`src/rtl/sector_hex_dump_pkg.sv`:
```
// Shared types, ASCII constants and the nibble-to-hex helper for the
// sector dump formatter and its sibling debug blocks.
package sd_dump_pkg;

  typedef enum logic [2:0] {
    ST_WAIT = 3'd0,
    ST_HDR  = 3'd1,
    ST_OFS  = 3'd2,
    ST_BYTE = 3'd3,
    ST_EOL  = 3'd4
  } dump_state_t;

  localparam logic [7:0] ASC_CR    = 8'h0D;
  localparam logic [7:0] ASC_LF    = 8'h0A;
  localparam logic [7:0] ASC_SP    = 8'h20;
  localparam logic [7:0] ASC_COLON = 8'h3A;

  // "SEC " packed most-significant character first
  localparam logic [31:0] SEC_STR = 32'h5345_4320;

  // Index of the final character emitted in each state
  localparam logic [3:0] HDR_LAST  = 4'd13;
  localparam logic [3:0] OFS_LAST  = 4'd3;
  localparam logic [3:0] BYTE_LAST = 4'd2;
  localparam logic [3:0] EOL_LAST  = 4'd1;

  // Uppercase ASCII hex digit for one nibble
  function automatic logic [7:0] hex2ascii(input logic [3:0] nib);
    logic [7:0] chr;
    if (nib < 4'd10) begin
      chr = 8'h30 + {4'h0, nib};
    end else begin
      chr = 8'h37 + {4'h0, nib};
    end
    return chr;
  endfunction

endpackage

```
`src/rtl/sector_hex_dump.sv`:
```
// Converts a sector byte stream into hex-dump text, one ASCII character
// at a time, for a UART write port (wreq/wgnt handshake).
module sector_hex_dump
  import sd_dump_pkg::*;
#(
  parameter int BYTES_PER_LINE = 16,
  parameter bit HEADER_EN      = 1'b1
) (
  input  logic        clk,
  input  logic        rst_n,
  input  logic        in_valid,
  output logic        in_ready,
  input  logic [7:0]  in_data,
  input  logic        in_last,
  input  logic [31:0] sector_addr,
  output logic        wreq,
  input  logic        wgnt,
  output logic [7:0]  wdata,
  output logic        busy
);

  localparam int COL_W = $clog2(BYTES_PER_LINE) + 1;
  localparam logic [COL_W-1:0] COL_FULL = COL_W'(BYTES_PER_LINE);
  localparam logic [COL_W-1:0] COL_ONE  = {{(COL_W-1){1'b0}}, 1'b1};
  localparam logic [COL_W-1:0] COL_ZERO = {COL_W{1'b0}};

  dump_state_t      state_q, state_d;
  logic [3:0]       cidx_q, cidx_d;
  logic [COL_W-1:0] col_q, col_d;
  logic [8:0]       offset_q, offset_d;
  logic             sec_start_q, sec_start_d;
  logic [7:0]       data_q, data_d;
  logic             last_q, last_d;
  logic [31:0]      addr_q, addr_d;
  logic             in_ready_q, in_ready_d;
  logic             wreq_q, wreq_d;
  logic [7:0]       wdata_c;
  logic [COL_W-1:0] col_inc;

  assign col_inc = col_q + COL_ONE;

  // Next-state, character index and line/sector bookkeeping
  always_comb begin
    state_d     = state_q;
    cidx_d      = cidx_q;
    col_d       = col_q;
    offset_d    = offset_q;
    sec_start_d = sec_start_q;
    data_d      = data_q;
    last_d      = last_q;
    addr_d      = addr_q;
    case (state_q)
      ST_WAIT: begin
        if (in_valid) begin
          data_d = in_data;
          last_d = in_last;
          if (sec_start_q) begin
            addr_d = sector_addr;
          end else begin
            addr_d = addr_q;
          end
          if (sec_start_q && HEADER_EN) begin
            state_d = ST_HDR;
          end else if (col_q == COL_ZERO) begin
            state_d = ST_OFS;
          end else begin
            state_d = ST_BYTE;
          end
        end else begin
          state_d = ST_WAIT;
        end
      end
      ST_HDR: begin
        if (wgnt && (cidx_q == HDR_LAST)) begin
          cidx_d      = 4'd0;
          state_d     = ST_OFS;
          sec_start_d = 1'b0;
        end else if (wgnt) begin
          cidx_d = cidx_q + 4'd1;
        end else begin
          cidx_d = cidx_q;
        end
      end
      ST_OFS: begin
        // Clearing here covers sectors whose header was suppressed
        if (wgnt && (cidx_q == OFS_LAST)) begin
          cidx_d      = 4'd0;
          state_d     = ST_BYTE;
          sec_start_d = 1'b0;
        end else if (wgnt) begin
          cidx_d = cidx_q + 4'd1;
        end else begin
          cidx_d = cidx_q;
        end
      end
      ST_BYTE: begin
        if (wgnt && (cidx_q == BYTE_LAST)) begin
          cidx_d   = 4'd0;
          offset_d = offset_q + 9'd1;
          col_d    = col_inc;
          if ((col_inc == COL_FULL) || last_q) begin
            state_d = ST_EOL;
          end else begin
            state_d = ST_WAIT;
          end
        end else if (wgnt) begin
          cidx_d = cidx_q + 4'd1;
        end else begin
          cidx_d = cidx_q;
        end
      end
      ST_EOL: begin
        if (wgnt && (cidx_q == EOL_LAST)) begin
          cidx_d  = 4'd0;
          col_d   = COL_ZERO;
          state_d = ST_WAIT;
          if (last_q) begin
            sec_start_d = 1'b1;
            offset_d    = 9'd0;
          end else begin
            sec_start_d = sec_start_q;
          end
        end else if (wgnt) begin
          cidx_d = cidx_q + 4'd1;
        end else begin
          cidx_d = cidx_q;
        end
      end
      default: begin
        state_d = ST_WAIT;
        cidx_d  = 4'd0;
      end
    endcase
    in_ready_d = (state_d == ST_WAIT);
    wreq_d     = (state_d != ST_WAIT);
  end

  // State and datapath registers, including the registered handshake outputs
  always_ff @(posedge clk or negedge rst_n) begin
    if (!rst_n) begin
      state_q     <= ST_WAIT;
      cidx_q      <= 4'd0;
      col_q       <= COL_ZERO;
      offset_q    <= 9'd0;
      sec_start_q <= 1'b1;
      data_q      <= 8'h00;
      last_q      <= 1'b0;
      addr_q      <= 32'h0000_0000;
      in_ready_q  <= 1'b1;
      wreq_q      <= 1'b0;
    end else begin
      state_q     <= state_d;
      cidx_q      <= cidx_d;
      col_q       <= col_d;
      offset_q    <= offset_d;
      sec_start_q <= sec_start_d;
      data_q      <= data_d;
      last_q      <= last_d;
      addr_q      <= addr_d;
      in_ready_q  <= in_ready_d;
      wreq_q      <= wreq_d;
    end
  end

  // Character mux: selects the ASCII code for the current state and index
  always_comb begin
    wdata_c = 8'h00;
    case (state_q)
      ST_HDR: begin
        case (cidx_q)
          4'd0:    wdata_c = SEC_STR[31:24];
          4'd1:    wdata_c = SEC_STR[23:16];
          4'd2:    wdata_c = SEC_STR[15:8];
          4'd3:    wdata_c = SEC_STR[7:0];
          4'd4:    wdata_c = hex2ascii(addr_q[31:28]);
          4'd5:    wdata_c = hex2ascii(addr_q[27:24]);
          4'd6:    wdata_c = hex2ascii(addr_q[23:20]);
          4'd7:    wdata_c = hex2ascii(addr_q[19:16]);
          4'd8:    wdata_c = hex2ascii(addr_q[15:12]);
          4'd9:    wdata_c = hex2ascii(addr_q[11:8]);
          4'd10:   wdata_c = hex2ascii(addr_q[7:4]);
          4'd11:   wdata_c = hex2ascii(addr_q[3:0]);
          4'd12:   wdata_c = ASC_CR;
          4'd13:   wdata_c = ASC_LF;
          default: wdata_c = 8'h00;
        endcase
      end
      ST_OFS: begin
        case (cidx_q)
          4'd0:    wdata_c = hex2ascii({3'b000, offset_q[8]});
          4'd1:    wdata_c = hex2ascii(offset_q[7:4]);
          4'd2:    wdata_c = hex2ascii(offset_q[3:0]);
          4'd3:    wdata_c = ASC_COLON;
          default: wdata_c = 8'h00;
        endcase
      end
      ST_BYTE: begin
        case (cidx_q)
          4'd0:    wdata_c = ASC_SP;
          4'd1:    wdata_c = hex2ascii(data_q[7:4]);
          4'd2:    wdata_c = hex2ascii(data_q[3:0]);
          default: wdata_c = 8'h00;
        endcase
      end
      ST_EOL: begin
        case (cidx_q)
          4'd0:    wdata_c = ASC_CR;
          4'd1:    wdata_c = ASC_LF;
          default: wdata_c = 8'h00;
        endcase
      end
      default: wdata_c = 8'h00;
    endcase
  end

  assign in_ready = in_ready_q;
  assign wreq     = wreq_q;
  assign wdata    = wdata_c;
  assign busy     = ~sec_start_q;

endmodule

```
`config.mk`:
```
export PLATFORM = sky130hd
export DESIGN_NAME = sector_hex_dump
export DESIGN_NICKNAME = d
export VERILOG_FILES = /design/src/rtl/sector_hex_dump_pkg.sv /design/src/rtl/sector_hex_dump.sv
export SDC_FILE = /design/constraint.sdc
export NUM_CORES = 1
export LEC_CHECK = 0
export ABC_AREA = 0
export CELL_PAD_IN_SITES_DETAIL_PLACEMENT = 0
export CELL_PAD_IN_SITES_GLOBAL_PLACEMENT = 1
export CORE_UTILIZATION = 45
export CTS_CLUSTER_DIAMETER = 150
export DETAILED_ROUTE_END_ITERATION = 10
export DONT_BUFFER_PORTS = 1
export GPL_TIMING_DRIVEN = 0
export PLACE_DENSITY = 0.8
export SETUP_SLACK_MARGIN = 0.15
export SYNTH_ARGS = -nofsm -noshare
export SYNTH_HDL_FRONTEND = slang
export SYNTH_SLANG_ARGS = --single-unit
```
`constraint.sdc`:
```
create_clock -name clk -period 6.7 [get_ports clk]
set_input_delay 2.01 -clock clk [delete_from_list [all_inputs] [get_ports clk]]
set_output_delay 2.01 -clock clk [all_outputs]
set_load 0.01 [all_outputs]
```
==> flow_metrics.env, run 1 <==
export IMPL_post_place_ws_ns=2.46
export IMPL_drc=0
export IMPL_synth_area_leaders="dfrtp_1 (33%), mux2_2 (7.8%), nand2_1 (5.9%)"
export IMPL_synth_top_cell_by_area="dfrtp_1"
export IMPL_cts_setup_buffers=0
export IMPL_max_stage_delay_ns=0.47
export IMPL_finalSetupTns_ns=0
export IMPL_netlist_area_um2=4790
export IMPL_cts_sinks=65
export IMPL_powerDensity_nw_per_um2=457
export IMPL_timing_final_crit_period_ns=4.75
export IMPL_final_cell_area_um2=5180
export IMPL_routed_wl_mm=13.0
export IMPL_dr_total_vias=4203
export IMPL_die_h_um=105
export IMPL_nNetsFinal=638
export IMPL_synth_edf_count=0
export IMPL_syn_to_final_growth_pct=8.12
export IMPL_fmax_ghz=0.211
export IMPL_max_slew_margin_pct=48.3
export IMPL_rsz0062_at_grt="no"
export IMPL_dr_pass1_iters=5
export IMPL_startpoint_type="flip-flop"
export IMPL_seq_area_frac_synth_pct=34.0
export IMPL_numPortBuffers=0
export IMPL_rr_startpoint="cidx_q[1]"
export IMPL_fin_crit_sh_pct=70.8
export IMPL_cts_hold_buf=0
export IMPL_core_um2=10300
export IMPL_finalMaxSlewViolations=0
export IMPL_yosysTopAreaCellShare_pct=32.9
export IMPL_antenna_cells=0
export IMPL_r2r_cells=9
export IMPL_grt_usage_pct=24.7
export IMPL_min_path_cells=1
export IMPL_worstSetupPathType="flip-flop to output pin"
export IMPL_hp_start="offset_q[8]"
export IMPL_maxCapViolCount=0
export IMPL_clk_pin_slew_ns=0.08
export IMPL_ys_types=71
export IMPL_arrival_ns=2.74
export IMPL_required_ns=4.69
export IMPL_start_util_pct=46.4
export IMPL_p_leak_uw=0.00212
export IMPL_multi_input_area_um2=2830
export IMPL_syn_avg_cell_area_um2=8.53
export IMPL_grt_overflow=0
export IMPL_crit_fanout=10
export IMPL_cts_root_buf="clkbuf_8"
export IMPL_reg2reg_slack_ns=4.55
export IMPL_cp_cell_sequence="inv_1 > ha_1 > buf_2 > buf_1 > nand4_1 > o41ai_1 > nor4_1 > o2111ai_1"
export IMPL_min_path_type="flip-flop to flip-flop"
export IMPL_cts_tree="built"
export IMPL_synthesis_instances=562
export IMPL_hold_slack_ns=0.505
export IMPL_io_pins=56
export IMPL_clock_path_buffers=2
export IMPL_place_gp_congestion=0.950
export IMPL_status="finished clean"
export IMPL_finalSetupViolCount=0
export IMPL_synth_warnings=0
export IMPL_drtIter0Drc=243
export IMPL_ir_worst_vdd_mv=0.214
export IMPL_synth_commonest_cells="nand2_1 (75), dfrtp_1 (63), o21ai_0 (41)"
export IMPL_vias_per_cell=5.89
export IMPL_hold_end="offset_q[8]"
export IMPL_insertion_delay_ns=0.37
export IMPL_cts_max_level=3
export IMPL_rows=37
export IMPL_cp_end_kind="output pin"
export IMPL_drive_gt1_share_pct=16.1
export IMPL_antenna_found_initial=0
export IMPL_n_fill_cell=1010
export IMPL_drt_wirelength_per_cell_um=18.1
export IMPL_die_x_um=105
export IMPL_worst_pin_slew_ns=0.755
export IMPL_register_area_um2=1630
export IMPL_rr_endpoint="offset_q[6]"
export IMPL_antenna_left=0
export IMPL_fin_worst_skew_ns=0.00694
export IMPL_finalPower_uw=2370
export IMPL_grt_max_degree=66
export IMPL_synthFlopType="dfrtp_1"
export IMPL_tritoncts_num_buffers=9
export IMPL_grt_pass1_vias=4093
export IMPL_final_hold_violation_count=0
export IMPL_worst_slack_ns=1.95
export IMPL_syn_nets=627
export IMPL_synthArstFlopShare_pct=100
export IMPL_yosys_cell_count_top_type="nand2_1"
export IMPL_die_area_um2=11100
export IMPL_critPathSlowestCell="buf_1"
export IMPL_ctsResizeCount=0
export IMPL_ys_ff_latch=65
export IMPL_dp_hpwl_mm=9.85
export IMPL_placed_area_um2=4960
export IMPL_grt_pass1_wl_mm=21.0
## sequential cells by signal (all words and copies together), names as in the netlist
register     count
addr_q          32
offset_q         9
data_q           8
col_q            5
cidx_q           4
state_q          3
in_ready         1
last_q           1
sec_start_q      1
wreq             1
## per-layer routing
layer	wire length [um]	up-vias	global-route usage, %	share of wire (%)
li1	-	2045	-	-
met1	5680	2003	30.6	44
met4	399	0	10.8	3.1
met5	0	-	0	0
met2	6380	128	42.0	49
met3	494	27	4.49	3.8
## power by group
group	leakage, uW	internal, uW	switching [uW]
clock	0.000109	209	166
combinational	0.00120	516	719
sequential	0.000807	557	202
## how the worst max path moves through the flow
stage | startpoint | endpoint | slack (ns)
detailed placement | cidx_q[0] | wdata[3] | 2.46
CTS | cidx_q[0] | wdata[3] | 2.03
global route | cidx_q[0] | wdata[3] | 1.88
floorplan | cidx_q[0] | wdata[6] | 2.96
finish | cidx_q[0] | wdata[3] | 1.95
global placement | cidx_q[0] | wdata[3] | 2.45
## per-stage QoR
stage	std cells	utilization, %
after floorplan	562	-
after global placement	698	48.1
after detailed placement	698	48.1
after CTS	714	50.2
after global routing	714	50.2
final	714	50.2
## cell families after synthesis
family	Yosys count	synth area share, %
simple gates	193	20.7
other cells	1	0.0783
flops	65	34.0
fa+ha+maj	21	5.46
buf+inv	67	6.89
xor+xnor	18	3.29
compound gates	164	21.8
mux	33	7.75
## cells in the final DEF (no fill, tap or decap), types with 3 or more instances in the layout
cell type,count
a22o_1,5
a32oi_1,5
nor3_1,7
o21ai_1,16
nor2b_1,15
a22oi_1,4
clkbuf_8,9
nor2_1,26
buf_4,8
nor4_1,3
nor4b_1,4
o21ai_0,41
or2_2,3
xor2_1,4
and3_1,5
or3_1,6
a211oi_1,6
buf_6,5
a21oi_1,33
nor3_2,3
nand3_1,14
inv_1,34
nand4_1,9
buf_2,8
o221ai_1,3
xnor2_1,14
nand2b_1,5
clkbuf_1,9
nand2_1,75
ha_1,20
and4b_1,5
mux2_2,33
dfrtp_1,63
a31oi_1,11
o22ai_1,13
## critical path, delay by kind of cell (launching register included)
kind	cells	cell delay (ns)
buf+inv	3	0.84
compound gates	2	0.58
flops	1	0.44
simple gates	2	0.31
fa+ha+maj	1	0.20
## layout make-up
| class | count | area share, % |
|---|---|---|
| sequential | 65 | 31.4 |
| multi-input combinational | 430 | 54.7 |
| buffer | 32 | 3.84 |
| clock inverter | 7 | 1.84 |
| inverter | 35 | 2.54 |
| tap | 136 | 3.28 |
| clock buffer | 9 | 2.39 |
No activity file was read; power rests on OpenSTA's default activity.
==> inputs of run 2 (changes only) <==
- clock period: 6.7 -> 4.55 ns (I/O delays scaled with it)
==> results of run 2 <==
Same layout as run 1 (identical final DEF). Status: finished clean.
Among the figures that moved: setup slack after placement 2.46 ns -> 0.950 ns; setup slack after layout 1.95 ns -> 0.449 ns; register-to-register setup slack 4.55 ns -> 2.40 ns; total power 2370 uW -> 3490 uW; worst IR drop on VDD 0.214 mV -> 0.315 mV
